**src/rtl/pipe_hazard_if.sv**
```systemverilog
// Signal bundle between the 5-stage pipeline datapath and its hazard control unit.
// master = pipeline side (drives stage fields), slave = control unit (drives enables).
interface pipe_hazard_if #(
    parameter int unsigned CNT_W = 16
);
    logic [4:0]       ID_Rs;
    logic [4:0]       ID_Rt;
    logic             ID_rt_used;
    logic             EX_memread;
    logic [4:0]       EX_Rt;
    logic             MEM_memread;
    logic             MEM_memwrite;
    logic             mem_ready;
    logic             MEM_branch_taken;

    logic             pc_write;
    logic             pc_src_branch;
    logic             IF_ID_write;
    logic             IF_ID_flush;
    logic             ID_EX_bubble;
    logic             EX_MEM_flush;
    logic             pipe_write;
    logic [1:0]       hz_state;
    logic [CNT_W-1:0] stall_count;
    logic [CNT_W-1:0] flush_count;

    modport master (
        output ID_Rs, ID_Rt, ID_rt_used, EX_memread, EX_Rt,
        output MEM_memread, MEM_memwrite, mem_ready, MEM_branch_taken,
        input  pc_write, pc_src_branch, IF_ID_write, IF_ID_flush,
        input  ID_EX_bubble, EX_MEM_flush, pipe_write, hz_state,
        input  stall_count, flush_count
    );

    modport slave (
        input  ID_Rs, ID_Rt, ID_rt_used, EX_memread, EX_Rt,
        input  MEM_memread, MEM_memwrite, mem_ready, MEM_branch_taken,
        output pc_write, pc_src_branch, IF_ID_write, IF_ID_flush,
        output ID_EX_bubble, EX_MEM_flush, pipe_write, hz_state,
        output stall_count, flush_count
    );
endinterface

```
**src/rtl/pipe_hazard_ctrl.sv**
```systemverilog
// Hazard control for the 5-stage MIPS pipeline: load-use stall, memory-wait freeze,
// taken-branch flush, with saturating stall/flush activity counters.
module pipe_hazard_ctrl #(
    parameter int unsigned CNT_W = 16
) (
    input  logic        clk,
    input  logic        rst,
    pipe_hazard_if.slave bus
);
    typedef enum logic [1:0] {
        StRun     = 2'd0,
        StMemWait = 2'd1,
        StFlush   = 2'd2
    } state_e;

    state_e           r_state;
    state_e           w_state_next;
    logic [CNT_W-1:0] r_stall_cnt;
    logic [CNT_W-1:0] r_flush_cnt;

    logic w_mem_busy;
    logic w_load_use;
    logic w_stall_inc;
    logic w_flush_inc;

    logic w_pc_write;
    logic w_pc_src_branch;
    logic w_if_id_write;
    logic w_if_id_flush;
    logic w_id_ex_bubble;
    logic w_ex_mem_flush;
    logic w_pipe_write;

    always_comb begin
        w_mem_busy = (bus.MEM_memread | bus.MEM_memwrite) & ~bus.mem_ready;
        w_load_use = bus.EX_memread & (bus.EX_Rt != 5'd0) &
                     ((bus.EX_Rt == bus.ID_Rs) | (bus.ID_rt_used & (bus.EX_Rt == bus.ID_Rt)));
    end

    always_comb begin
        w_pc_write      = 1'b1;
        w_pc_src_branch = 1'b0;
        w_if_id_write   = 1'b1;
        w_if_id_flush   = 1'b0;
        w_id_ex_bubble  = 1'b0;
        w_ex_mem_flush  = 1'b0;
        w_pipe_write    = 1'b1;
        w_stall_inc     = 1'b0;
        w_flush_inc     = 1'b0;
        w_state_next    = StRun;

        if (rst) begin
            // Drain the pipeline with bubbles while the PC is held.
            w_pc_write     = 1'b0;
            w_if_id_write  = 1'b0;
            w_if_id_flush  = 1'b1;
            w_id_ex_bubble = 1'b1;
            w_ex_mem_flush = 1'b1;
        end else if (w_mem_busy) begin
            w_pc_write    = 1'b0;
            w_if_id_write = 1'b0;
            w_pipe_write  = 1'b0;
            w_stall_inc   = 1'b1;
            w_state_next  = StMemWait;
        end else if (r_state != StFlush) begin
            // In FLUSH the ID and MEM fields belong to squashed slots, so they are ignored.
            if (bus.MEM_branch_taken) begin
                w_pc_src_branch = 1'b1;
                w_if_id_flush   = 1'b1;
                w_id_ex_bubble  = 1'b1;
                w_ex_mem_flush  = 1'b1;
                w_flush_inc     = 1'b1;
                w_state_next    = StFlush;
            end else if (w_load_use) begin
                w_pc_write     = 1'b0;
                w_if_id_write  = 1'b0;
                w_id_ex_bubble = 1'b1;
                w_stall_inc    = 1'b1;
            end
        end
    end

    always_ff @(posedge clk) begin
        if (rst) begin
            r_state     <= StRun;
            r_stall_cnt <= '0;
            r_flush_cnt <= '0;
        end else begin
            r_state <= w_state_next;
            if (w_stall_inc && (r_stall_cnt != {CNT_W{1'b1}})) begin
                r_stall_cnt <= r_stall_cnt + 1'b1;
            end
            if (w_flush_inc && (r_flush_cnt != {CNT_W{1'b1}})) begin
                r_flush_cnt <= r_flush_cnt + 1'b1;
            end
        end
    end

    assign bus.pc_write      = w_pc_write;
    assign bus.pc_src_branch = w_pc_src_branch;
    assign bus.IF_ID_write   = w_if_id_write;
    assign bus.IF_ID_flush   = w_if_id_flush;
    assign bus.ID_EX_bubble  = w_id_ex_bubble;
    assign bus.EX_MEM_flush  = w_ex_mem_flush;
    assign bus.pipe_write    = w_pipe_write;
    assign bus.hz_state      = r_state;
    assign bus.stall_count   = r_stall_cnt;
    assign bus.flush_count   = r_flush_cnt;
endmodule
```
**src/flat_wrapper.sv**
```systemverilog
// flat-port wrapper written by rule: the top's interface ports become plain ports
module pipe_hazard_ctrl_flat 
#(
    parameter int unsigned CNT_W = 16
)
  (clk, rst, bus_ID_Rs, bus_ID_Rt, bus_ID_rt_used, bus_EX_memread, bus_EX_Rt, bus_MEM_memread, bus_MEM_memwrite, bus_mem_ready, bus_MEM_branch_taken, bus_pc_write, bus_pc_src_branch, bus_IF_ID_write, bus_IF_ID_flush, bus_ID_EX_bubble, bus_EX_MEM_flush, bus_pipe_write, bus_hz_state, bus_stall_count, bus_flush_count);
  pipe_hazard_if #(.CNT_W(CNT_W)) bus_i ();
  input  logic clk;
  input  logic rst;
  input wire logic [$bits(bus_i.ID_Rs)-1:0] bus_ID_Rs;
  input wire logic [$bits(bus_i.ID_Rt)-1:0] bus_ID_Rt;
  input wire logic [$bits(bus_i.ID_rt_used)-1:0] bus_ID_rt_used;
  input wire logic [$bits(bus_i.EX_memread)-1:0] bus_EX_memread;
  input wire logic [$bits(bus_i.EX_Rt)-1:0] bus_EX_Rt;
  input wire logic [$bits(bus_i.MEM_memread)-1:0] bus_MEM_memread;
  input wire logic [$bits(bus_i.MEM_memwrite)-1:0] bus_MEM_memwrite;
  input wire logic [$bits(bus_i.mem_ready)-1:0] bus_mem_ready;
  input wire logic [$bits(bus_i.MEM_branch_taken)-1:0] bus_MEM_branch_taken;
  output wire logic [$bits(bus_i.pc_write)-1:0] bus_pc_write;
  output wire logic [$bits(bus_i.pc_src_branch)-1:0] bus_pc_src_branch;
  output wire logic [$bits(bus_i.IF_ID_write)-1:0] bus_IF_ID_write;
  output wire logic [$bits(bus_i.IF_ID_flush)-1:0] bus_IF_ID_flush;
  output wire logic [$bits(bus_i.ID_EX_bubble)-1:0] bus_ID_EX_bubble;
  output wire logic [$bits(bus_i.EX_MEM_flush)-1:0] bus_EX_MEM_flush;
  output wire logic [$bits(bus_i.pipe_write)-1:0] bus_pipe_write;
  output wire logic [$bits(bus_i.hz_state)-1:0] bus_hz_state;
  output wire logic [$bits(bus_i.stall_count)-1:0] bus_stall_count;
  output wire logic [$bits(bus_i.flush_count)-1:0] bus_flush_count;
  assign bus_i.ID_Rs = bus_ID_Rs;
  assign bus_i.ID_Rt = bus_ID_Rt;
  assign bus_i.ID_rt_used = bus_ID_rt_used;
  assign bus_i.EX_memread = bus_EX_memread;
  assign bus_i.EX_Rt = bus_EX_Rt;
  assign bus_i.MEM_memread = bus_MEM_memread;
  assign bus_i.MEM_memwrite = bus_MEM_memwrite;
  assign bus_i.mem_ready = bus_mem_ready;
  assign bus_i.MEM_branch_taken = bus_MEM_branch_taken;
  assign bus_pc_write = bus_i.pc_write;
  assign bus_pc_src_branch = bus_i.pc_src_branch;
  assign bus_IF_ID_write = bus_i.IF_ID_write;
  assign bus_IF_ID_flush = bus_i.IF_ID_flush;
  assign bus_ID_EX_bubble = bus_i.ID_EX_bubble;
  assign bus_EX_MEM_flush = bus_i.EX_MEM_flush;
  assign bus_pipe_write = bus_i.pipe_write;
  assign bus_hz_state = bus_i.hz_state;
  assign bus_stall_count = bus_i.stall_count;
  assign bus_flush_count = bus_i.flush_count;
  pipe_hazard_ctrl #(.CNT_W(CNT_W)) u_core (.clk(clk), .rst(rst), .bus(bus_i));
endmodule
```
**config.mk**
```make
export PLATFORM = sky130hd
export DESIGN_NAME = pipe_hazard_ctrl_flat
export DESIGN_NICKNAME = d
export VERILOG_FILES = /design/src/rtl/pipe_hazard_if.sv /design/src/rtl/pipe_hazard_ctrl.sv /design/src/flat_wrapper.sv
export SDC_FILE = /design/constraint.sdc
export NUM_CORES = 1
export LEC_CHECK = 0
export CAP_MARGIN = 20
export CORE_MARGIN = 2
export CORE_UTILIZATION = 45
export CTS_CLUSTER_SIZE = 40
export DETAILED_ROUTE_END_ITERATION = 16
export PLACE_DENSITY = 0.78
export RECOVER_POWER = 25
export SYNTH_ARGS = -nofsm -noshare
export SYNTH_HDL_FRONTEND = slang
export SYNTH_SLANG_ARGS = --single-unit
```
**constraint.sdc**
```tcl
create_clock -name clk -period 3.6 [get_ports clk]
set_input_delay 1.08 -clock clk [delete_from_list [all_inputs] [get_ports clk]]
set_output_delay 1.08 -clock clk [all_outputs]
set_load 0.03 [all_outputs]
```
---- Word level (Yosys, flattened, before mapping) ----
Index checks and enable logic that the tools add are counted.
word-level totals
  input port bits ......................... 23
  logic and storage cells ................. 47
  output and inout port bits .............. 41
  bits in registers ....................... 34
operators by class
  add/sub/neg operators ................... 2
  reductions and logical operators ........ 4
  muxes and demuxes ....................... 24
  bitwise gates (word level) .............. 8
  equal/unequal tests ..................... 5
operators by type and width
  operator                                                         count
  16-bit by 1-bit adder with 16-bit output, second input constant  2
  16-bit != test, second input constant                            2
  1-bit two-way mux                                                23
  5-bit == test                                                    2
  5-bit nonzero test                                               1
  1-bit AND                                                        4
  3-bit OR reduction                                               1
  1-bit logical AND                                                2
  2-bit two-way mux                                                1
  2-bit != test, second input constant                             1
  1-bit NOT                                                        2
  1-bit bitwise OR                                                 2

---- Longest topological paths before layout ----
  word-level depth ........................ 10
  depth in mapped cells ................... 9
  mapped depth without buffers ............ 7

---- Least setup slack after synthesis ----
OpenSTA, ideal clock, no wires.
  path type ............................... in2out
  from .................................... input port bus_EX_Rt[0]
  to ...................................... output port bus_pc_write
  buffers on the path ..................... 1
  data required time ...................... 2.520 ns
  stages on the path ...................... 6
  arrival time ............................ 2.705 ns
  slack ................................... -0.185 ns
  cells stage by stage .................... or4_4 o21ai_2 nor2_1 a21o_1 nor2_1 buf_4
between the ends
  cells in the longest elaborated chain, start to end .. 9
ends and longest elaborated chain
  item                              RTL line                text
  from (decl)                       flat_wrapper.sv:14      input wire logic [$bits(bus_i.EX_Rt)-1:0] bus_EX_Rt;
  5-bit == test                     pipe_hazard_ctrl.sv:37  ((bus.EX_Rt == bus.ID_Rs) | (bus.ID_rt_used & (bus.EX_Rt == bus.ID_Rt)));
  1-bit AND                         pipe_hazard_ctrl.sv:37
  1-bit bitwise OR                  pipe_hazard_ctrl.sv:37
  1-bit AND *                       pipe_hazard_ctrl.sv:36  w_load_use = bus.EX_memread & (bus.EX_Rt != 5'd0) &
  1-bit two-way mux * (5 in a row)  -
  to (decl)                         flat_wrapper.sv:19      output wire logic [$bits(bus_i.pc_write)-1:0] bus_pc_write;
Mark *: on every way between the ends. The rest lies on a longest branch, timed or not.

---- Worst setup path after layout ----
  from .................................... input port bus_ID_Rs[2]
  to ...................................... output port bus_IF_ID_write
between the ends
  cells in the longest elaborated chain, start to end .. 8
ends and longest elaborated chain
  item               RTL line                text
  from (decl)        flat_wrapper.sv:10      input wire logic [$bits(bus_i.ID_Rs)-1:0] bus_ID_Rs;
  5-bit == test      pipe_hazard_ctrl.sv:37
  1-bit bitwise OR   pipe_hazard_ctrl.sv:37
  1-bit AND          pipe_hazard_ctrl.sv:36
  1-bit two-way mux  pipe_hazard_ctrl.sv:74  end else if (w_load_use) begin
  1-bit two-way mux  pipe_hazard_ctrl.sv:67  if (bus.MEM_branch_taken) begin
  1-bit two-way mux  pipe_hazard_ctrl.sv:65  end else if (r_state != StFlush) begin
  1-bit two-way mux  pipe_hazard_ctrl.sv:59  end else if (w_mem_busy) begin
  1-bit two-way mux  pipe_hazard_ctrl.sv:52  if (rst) begin
  to (decl)          flat_wrapper.sv:21      output wire logic [$bits(bus_i.IF_ID_write)-1:0] bus_IF_ID_write;
Every way passes these cells.

==> summary.txt <==
Synth
  • Yosys warnings: 0
  • Number of enable-type register cells in the synthesized netlist: 0
  • Top flip-flop cell by instance count after synthesis: sky130_fd_sc_hd__dfxtp_1
  • Area of the mapped netlist: 0.00189 mm²
  • Distinct cell type count of the synthesized netlist: 49
  • Number of synthesized register bits: 34
  • Cell count after synthesis: 216
  • Ys async rst share: 0
  • Sequential area share after synthesis: 0.361
  • Number of nets in the synthesized netlist: 241
  • Average cell area after synthesis: 8.73 µm²

GRT
  • Total grt overflow: 0
  • First-pass GRT wire length: 7400 µm
  • Number of antenna violations at the first check in global routing: 0
  • Maximum number of pins on one net before global-route repair: 36
  • GRT Resource Usage Total: 0.204
  • Vias in the first global route: 1701

Timing
  • Setup TNS: 0 ns
  • Max Clock Freq: 281 MHz
  • Final critical-path share of the clock period: 0.989
  • Measured slew at the worst slew-check pin: 0.528 ns
  • Worst-case clock skew: 0.00441 ns
  • Final setup vio count: 0
  • Post-layout minimum cycle time: 3.56 ns
  • Hold Fails Final Rpt: 0
  • Max-slew headroom: 0.646
  • Final Max Tran Viols: 0

Pwr
  • Power density of the placed cells: 335 mW/mm²
  • Largest vdd supply drop: ~280 µV
  • Lkg Pwr: 1.05 nW

Finish
  • Area Overhead vs Synth: 50.2%
  • Sequential cell area: 681 µm²
  • Most common cell after layout, fill and taps aside: sky130_fd_sc_hd__dfxtp_1
  • Most used cells in the layout excluding fill and tap cells: 34 x sky130_fd_sc_hd__dfxtp_1, 31 x sky130_fd_sc_hd__clkdlybuf4s50_1, 24 x sky130_fd_sc_hd__buf_4
  • Layout net count: ~320
  • Number of inserted diodes: 0
  • Area of combinational cells with multiple inputs: 0.00114 mm²
  • Core utilization of the finished layout: 0.703
  • FILL cells: 334
  • Share of cells above drive strength 1: 0.204

Setup path
  • Kind of cell adding the most delay to the critical path: buffers and inverters
  • Count of buffer and inverter cells on the critical path: 3
  • Critical setup path kind: in2out
  • Critical path cell sequence: clkdlybuf4s50_1 -> xnor2_1 -> nand2_1 -> o22ai_2 -> buf_4 -> a21o_1 -> nor2_4 -> buf_6
  • Biggest cell delay along the critical path: 0.48 ns
  • Worst setup SP type: primary input
  • Arrival time reported for the critical path endpoint: 2.48 ns
  • Cell with the largest stage delay on the worst path: sky130_fd_sc_hd__clkdlybuf4s50_1
  • Largest fanout on the critical path: 2
  • CP Data Required Time: 2.52 ns
  • Endpoint class of the critical path: output port

Detailed routing
  • DRC viols: 0
  • Total wirelength of the detailed-routed design: 4640 µm
  • Via Count: 1910
  • Wire length per cell after detailed routing: 13.3 µm
  • DR iter-0 viols: 44
  • Number of routed nets with antenna violations: 0
  • Vias per std cell: 5.47
  • Detailed-router iteration count before antenna repair: 4

Hold path
  • Path type of the worst min-delay path: reg2reg

Run
  • Number of maximum-capacitance violations: 0

Placed design
  • Weighted congestion at the end of routability-driven global placement: roughly 0.75
  • Placed wire-length estimate: ~3300 µm
  • Buffers added on ports: 63

Floorplanning
  • Vertical die dimension: 68.7 µm
  • Floorplan Core Area: 0.00403 mm²
  • Die width: 68.7 µm
  • Number of top-level pins: 64
  • Num rows: 23
  • Initial Util: 0.468
  • Overall die area: 0.00472 mm²

Clocking
  • Root cell of the clock tree: sky130_fd_sc_hd__clkbuf_8
  • Number of buffers on the longest clock path: 2
  • Clock insertion delay at the later pin of the skew report: 0.29 ns
  • Hold-fix buffer count after cts: 0
  • CTS tree: built
  • Depth of the CTS H-tree: 2
  • Clock buffers created by TritonCTS: 5
  • Clock-pin slew on the worst setup and hold paths: 0.07 ns
  • Clock sinks: 34

Outcome
  • Status: complete, no violations
-- worst register-to-register path, stage by stage, from the launching register on --
cell and delay (ns):
sky130_fd_sc_hd__dfxtp_1 0.39, sky130_fd_sc_hd__ha_1 0.22, sky130_fd_sc_hd__nand2_1 0.11, sky130_fd_sc_hd__nor3_2 0.42, sky130_fd_sc_hd__a311oi_2 0.20, sky130_fd_sc_hd__a21oi_4 0.20, sky130_fd_sc_hd__buf_12 0.18, sky130_fd_sc_hd__nor3_2 0.06
sky130_fd_sc_hd__mux2_4 0.29
-- worst paths after layout --
path | startpoint | endpoint | slack [ns] | cells after the start
worst max-delay path | bus_ID_Rs[2] | bus_IF_ID_write | 0.04 | 8
worst min-delay path | u_core.bus.stall_count[14] | u_core.bus.stall_count[14] | 0.50 | 2
worst max register to register | u_core.bus.stall_count[0] | u_core.bus.stall_count[10] | 1.41 | 8
worst min register to register | u_core.bus.stall_count[14] | u_core.bus.stall_count[14] | 0.50 | 2
-- cell families (layout without fill, tap and decap cells) --
group	after synthesis	after routing	synth area share
AO/OA/AOI/OAI	46	46	0.170
XOR/XNOR	22	22	0.102
adder cells (fa/ha/maj)	2	2	0.0133
buffers and inverters	16	99	0.0491
flip-flops	34	34	0.361
multiplexers	3	3	0.0192
AND/OR/NAND/NOR	93	93	0.285
-- sequential cells by signal (all words and copies together) (netlist names) --
name / count
u_core.bus.flush_count: 16
u_core.bus.hz_state: 2
u_core.bus.stall_count: 16
-- layout make-up --
class	count	area share
timing repair buffer	84	0.277
clock inverter	3	0.0243
clock buffer	5	0.0243
sequential	34	0.240
multi-input combinational	166	0.403
tap	50	0.0221
inverter	7	0.00928
-- through the flow --
stage / hold WS [ns] / instances / power (W) / cell area (µm²) / setup WS, ns
2_1_floorplan: 0.614 / 216 / 0.000469 / 1890 / 0.0967
6_report: 0.504 / 349 / 0.000950 / 2830 / 0.0397
3_3_place_gp: 0.484 / 336 / 0.000532 / 2640 / -0.577
4_1_cts: 0.512 / 347 / 0.000960 / 2810 / 0.000356
5_1_grt: 0.548 / 349 / 0.000991 / 2830 / -0.0161
3_5_place_dp: 0.493 / 336 / 0.000534 / 2640 / -0.615
-- synthesized netlist by cell type (all sizes together) (2+ instances only) --
| cell type | instances | area [µm²] |
|---|---|---|
| ha | 2 | 25.0 |
| o31ai | 5 | 37.5 |
| nor4b | 2 | 32.5 |
| inv | 7 | 26.3 |
| a21oi | 17 | 119 |
| or4 | 7 | 56.3 |
| or3 | 11 | 68.8 |
| a21o | 2 | 15.0 |
| nand2 | 12 | 45.0 |
| nand4 | 10 | 62.6 |
| nor2b | 3 | 18.8 |
| and3 | 2 | 12.5 |
| a311oi | 2 | 23.8 |
| nor2 | 22 | 82.6 |
| a31oi | 2 | 12.5 |
| buf | 5 | 51.3 |
| o21ai | 12 | 63.8 |
| xor2 | 6 | 52.6 |
| nor4 | 3 | 18.8 |
| nand3 | 11 | 60.1 |
| xnor2 | 16 | 140 |
| dfxtp | 34 | 681 |
| clkbuf | 4 | 15.0 |
| and4 | 2 | 17.5 |
| mux2 | 2 | 26.3 |
| nor3 | 5 | 35.0 |
-- where the power goes --
part	leakage [nW]	total (W)	internal (W)	switching, W
Combinational	0.708	0.000144	0.0000741	0.0000702
Sequential	0.275	0.000386	0.000381	0.00000477
Clock	0.0683	0.000420	0.000277	0.000142
Total	1.05	0.000950	0.000732	0.000217
-- metal layers --
metal / wire [µm] / GRT usage / vias up
li1: - / - / 953
met1: 1920 / 0.246 / 884
met2: 2180 / 0.339 / 67
met3: 482 / 0.0682 / 6
met4: 53 / 0.0686 / 0
met5: 0 / 0 / -
-- repair_timing --
action                                 CTS  global route
endpoints found under the hold margin    0             0
pin swaps                                6             9
gates resized for setup                 25             9
setup buffers                            3             3
gates cloned                             0             0
setup endpoints to repair                3             3
Note: power is estimated with default switching activity, not from simulation.
==> RTL change 1, RTL diff (config.mk and constraints unchanged) <==
Reset style: asynchronous (`rst`), changed in one clocked block.
--- a/src/rtl/pipe_hazard_ctrl.sv
+++ b/src/rtl/pipe_hazard_ctrl.sv
@@ -80,7 +80,7 @@
         end
     end
 
-    always_ff @(posedge clk) begin
+    always_ff @(posedge clk or posedge rst) begin
         if (rst) begin
             r_state     <= StRun;
             r_stall_cnt <= '0;
Formal check against the unedited RTL: differs if rst is asserted again (counterexample within 4 cycles, from zero or initial values and one cycle with rst high); with rst held inactive, the same outputs for 10 cycles.
==> RTL change 1 against the unedited design <==
  * Clock skew hardly changed
  * Sequential cell count stayed put
  * Sequential share of layout area is 6.8 points higher
  * Synthesized area is 4.2% lower
  * Worst setup slack better by 0.045 ns
  * Worst hold slack worse by 0.0065 ns
  * Non-clock buffer count is 3 higher
  * Routed wire length is 5.4% lower
  * Register-to-register slack worse by 0.37 ns
  * Cell area is 2.7% lower
  * Critical path depth stayed put
  * Largest cell class unchanged
Power is not compared: it rests on default switching activity, and its combinational part moved more than twofold at a synthesized area within 25%.
==> RTL change 1: results (changes against the unedited design) <==
Post-DP Area=0.00257 sq mm (-2.5%); Fillers=317 (-5.1%); fraction of area in multi-input gates=33.8% (-6.5 points); slowest stage cell, crit path=or4_4; crit path from=bus_EX_Rt[4]; Logic inverters=11 (+4); routing usage on met1=25.4% (+0.73 points); Syn-to-layout area delta=52.6%; post-synthesis adder-cell area fraction=1.39% (+0.059 points); Async S/R FF share, synth=100% (+100 points); largest cells by area after synthesis=dfrtp_1 47%, xnor2_1 11%, xor2_1 7.3%, nor2_1 4.8%, nand2_1 3.5%; first-pass GRT wire length=7070 um (-4.5%); grt met2 use=34.8% (+0.88 points); initial DRC count=49 (+11%); count of multi-input gates=137 (-17%); worst slew pin tran=1.01 ns (+0.480 ns); post-synth cell types=30 (-39%); Synth top cells by count=34 x dfrtp_1, 23 x nor2_1, 22 x xnor2_1; post-DP HPWL=3190 um (-2.0%); met1 WL=1910 um (-0.78%); r2r endpoint=u_core.bus.stall_count[12]; status=finished, final reports clean; register area=851 sq um (+25%); CP delay by family, top=simple AND/OR/NAND/NOR gates; xor and xnor area share after synthesis=17.9% (+7.7 points); routed length on met3=324 um (-33%); Main synth FF type=dfrtp_1; mux share of post-synthesis cell area=2.70% (+0.78 points)
RTL change 1: how the worst min path moves through the flow:
stage | endpoint | start | slack (ns) | depth (start not counted)
2_1_floorplan | u_core.bus.stall_count[11] | u_core.bus.stall_count[11] | 0.66 | 1
3_3_place_gp | u_core.bus.stall_count[15] | u_core.bus.stall_count[15] | 0.48 | 1
3_5_place_dp | u_core.bus.flush_count[11] | u_core.bus.flush_count[11] | 0.49 | 1
4_1_cts | u_core.bus.flush_count[11] | u_core.bus.flush_count[11] | 0.50 | 1
5_1_grt | u_core.bus.flush_count[11] | u_core.bus.flush_count[11] | 0.53 | 1
6_report | u_core.bus.flush_count[11] | u_core.bus.flush_count[11] | 0.50 | 1
RTL change 1: power breakdown:
part	switching, W	leakage, nW	internal, W
clock network	0.000132	0.0482	0.000154
logic	0.000273	0.739	0.000241
registers	0.0000948	0.425	0.000453
total	0.000500	1.21	0.000848
==> RTL change 2, RTL diff (same flow settings) <==
Without the edit above. `CNT_W` is set to 16 in 3 places; all go to 32.
--- a/src/rtl/pipe_hazard_if.sv
+++ b/src/rtl/pipe_hazard_if.sv
@@ -1,7 +1,7 @@
 // Signal bundle between the 5-stage pipeline datapath and its hazard control unit.
 // master = pipeline side (drives stage fields), slave = control unit (drives enables).
 interface pipe_hazard_if #(
-    parameter int unsigned CNT_W = 16
+    parameter int unsigned CNT_W = 32
 );
     logic [4:0]       ID_Rs;
     logic [4:0]       ID_Rt;
--- a/src/rtl/pipe_hazard_ctrl.sv
+++ b/src/rtl/pipe_hazard_ctrl.sv
@@ -1,7 +1,7 @@
 // Hazard control for the 5-stage MIPS pipeline: load-use stall, memory-wait freeze,
 // taken-branch flush, with saturating stall/flush activity counters.
 module pipe_hazard_ctrl #(
-    parameter int unsigned CNT_W = 16
+    parameter int unsigned CNT_W = 32
 ) (
     input  logic        clk,
     input  logic        rst,
--- a/src/flat_wrapper.sv
+++ b/src/flat_wrapper.sv
@@ -1,7 +1,7 @@
 // flat-port wrapper written by rule: the top's interface ports become plain ports
 module pipe_hazard_ctrl_flat 
 #(
-    parameter int unsigned CNT_W = 16
+    parameter int unsigned CNT_W = 32
 )
   (clk, rst, bus_ID_Rs, bus_ID_Rt, bus_ID_rt_used, bus_EX_memread, bus_EX_Rt, bus_MEM_memread, bus_MEM_memwrite, bus_mem_ready, bus_MEM_branch_taken, bus_pc_write, bus_pc_src_branch, bus_IF_ID_write, bus_IF_ID_flush, bus_ID_EX_bubble, bus_EX_MEM_flush, bus_pipe_write, bus_hz_state, bus_stall_count, bus_flush_count);
   pipe_hazard_if #(.CNT_W(CNT_W)) bus_i ();
Interface: changed (resized bus_flush_count and bus_stall_count); port bits go from 64 to 96. No check against the original RTL was run, so the function may have changed too.
==> RTL change 2 against the unedited design <==
  * First-iteration DRC count rose to 2.8 times the old value
  * Clock skew rose by 0.0035 ns
  * Routed wire length rose by 84%
  * Sequential cell count rose by 32
  * Cell area rose by 63%
  * Worst setup slack improved by 0.048 ns
  * Total power rose by 54%
  * Largest cell class unchanged
  * Synthesized area rose by 78%
  * Sequential power rose by 92%
  * Maximum frequency rose by 1.4%
==> RTL change 2: results (changes against the unedited design) <==
status=finished, final reports clean; FF-to-FF path depth=9 (+1); Register-to-Register Setup Slack=1.12 ns (-0.29 ns); final wirelength=8510 um (+84%); hold path endpoint=u_core.bus.flush_count[5]; initial DRC count=125 (+180%); post-DP HPWL=6190 um (+90%); worst slew pin tran=0.514 ns (-0.0137 ns); routed wl met2=4170 um (+92%); slowest stage cell, crit path=or4_1; WHS=0.511 ns (+0.00672 ns); clock buffers=13 (+8); H-Tree Depth=3 (+1); Signal buffers=109 (+30%); final RePlAce weighted congestion=0.863 (+15%); max incr delay on CP=0.51 ns (+0.03 ns); Logic inverters=10 (+3); Post-DP Area=0.00440 sq mm (+67%); via count=3276 (+72%); routing usage on met1=26.2% (+1.5 points); Arrival @ worst endpoint=2.43 ns (-0.05 ns); Num CTS Buffers=9 (+4); vias in the first global route=3067 (+80%); Synth top cells by count=76 x nor2_1, 66 x dfxtp_1, 52 x nand3_1; Mapped Nets=438 (+82%); post-synth cell types=39 (-20%); clk_lat worst skew=0.33 ns (+0.04 ns); leak pwr=1.77 nW (+69%); Tot GR Track Use=21.2% (+0.79 points); NonClk Buf Share=22.5% (-5.2 points); Placed Instances=601 (+79%); clk_skew=0.00788 ns (+0.00346 ns); met3 Usage GRT=4.26% (-2.6 points); first-pass GRT wire length=14300 um (+94%); mux share of post-synthesis cell area=0.635% (-1.3 points); num tapcells=99 (+98%); hold_sp=u_core.bus.flush_count[5]; Fillers=643 (+93%); non-filler cells, final=617 (+77%); clock sinks=66 (+94%); # port buffers=95 (+51%); CP delay by family, top=simple AND/OR/NAND/NOR gates; grt met2 use=35.5% (+1.6 points); sequential share of cell area=28.7% (+4.7 points); post-synthesis compound-gate area fraction=3.92% (-13 points); VDD IR max=0.148 mV (-47%); sequential fraction of the synthesis area=39.4% (+3.3 points); pin count of the biggest net entering global routing=38 (+5.6%); xor and xnor area share after synthesis=16.7% (+6.5 points); routed length on met3=429 um (-11%)
==> RTL change 2: how the worst max path moves through the flow <==
stage	start	to	slack, ns	cells after the start
3_3_place_gp	bus_EX_Rt[0]	bus_ID_EX_bubble	-0.52	5
3_5_place_dp	bus_EX_Rt[0]	bus_ID_EX_bubble	-0.52	5
6_report	bus_EX_Rt[3]	bus_pc_write	0.09	6
5_1_grt	bus_EX_Rt[1]	bus_pc_write	0.005	8
4_1_cts	bus_EX_Rt[2]	bus_pc_write	0.002	6
2_1_floorplan	bus_EX_Rt[0]	bus_pc_write	-0.11	7
==> RTL change 2: where the power goes <==
group | internal (W) | leakage (nW) | switching (W)
registers | 0.000735 | 0.532 | 0.00000575
logic | 0.0000597 | 1.14 | 0.0000734
clock network | 0.000319 | 0.101 | 0.000269
total | 0.00111 | 1.77 | 0.000348
==> RTL change 2: what timing repair did <==
action                                  4_1_cts  5_1_grt
pin swaps                                     8       14
resized for setup                            20       10
hold buffers                                  0        0
buffers inserted                              1        0
endpoints found under the setup margin        3        2
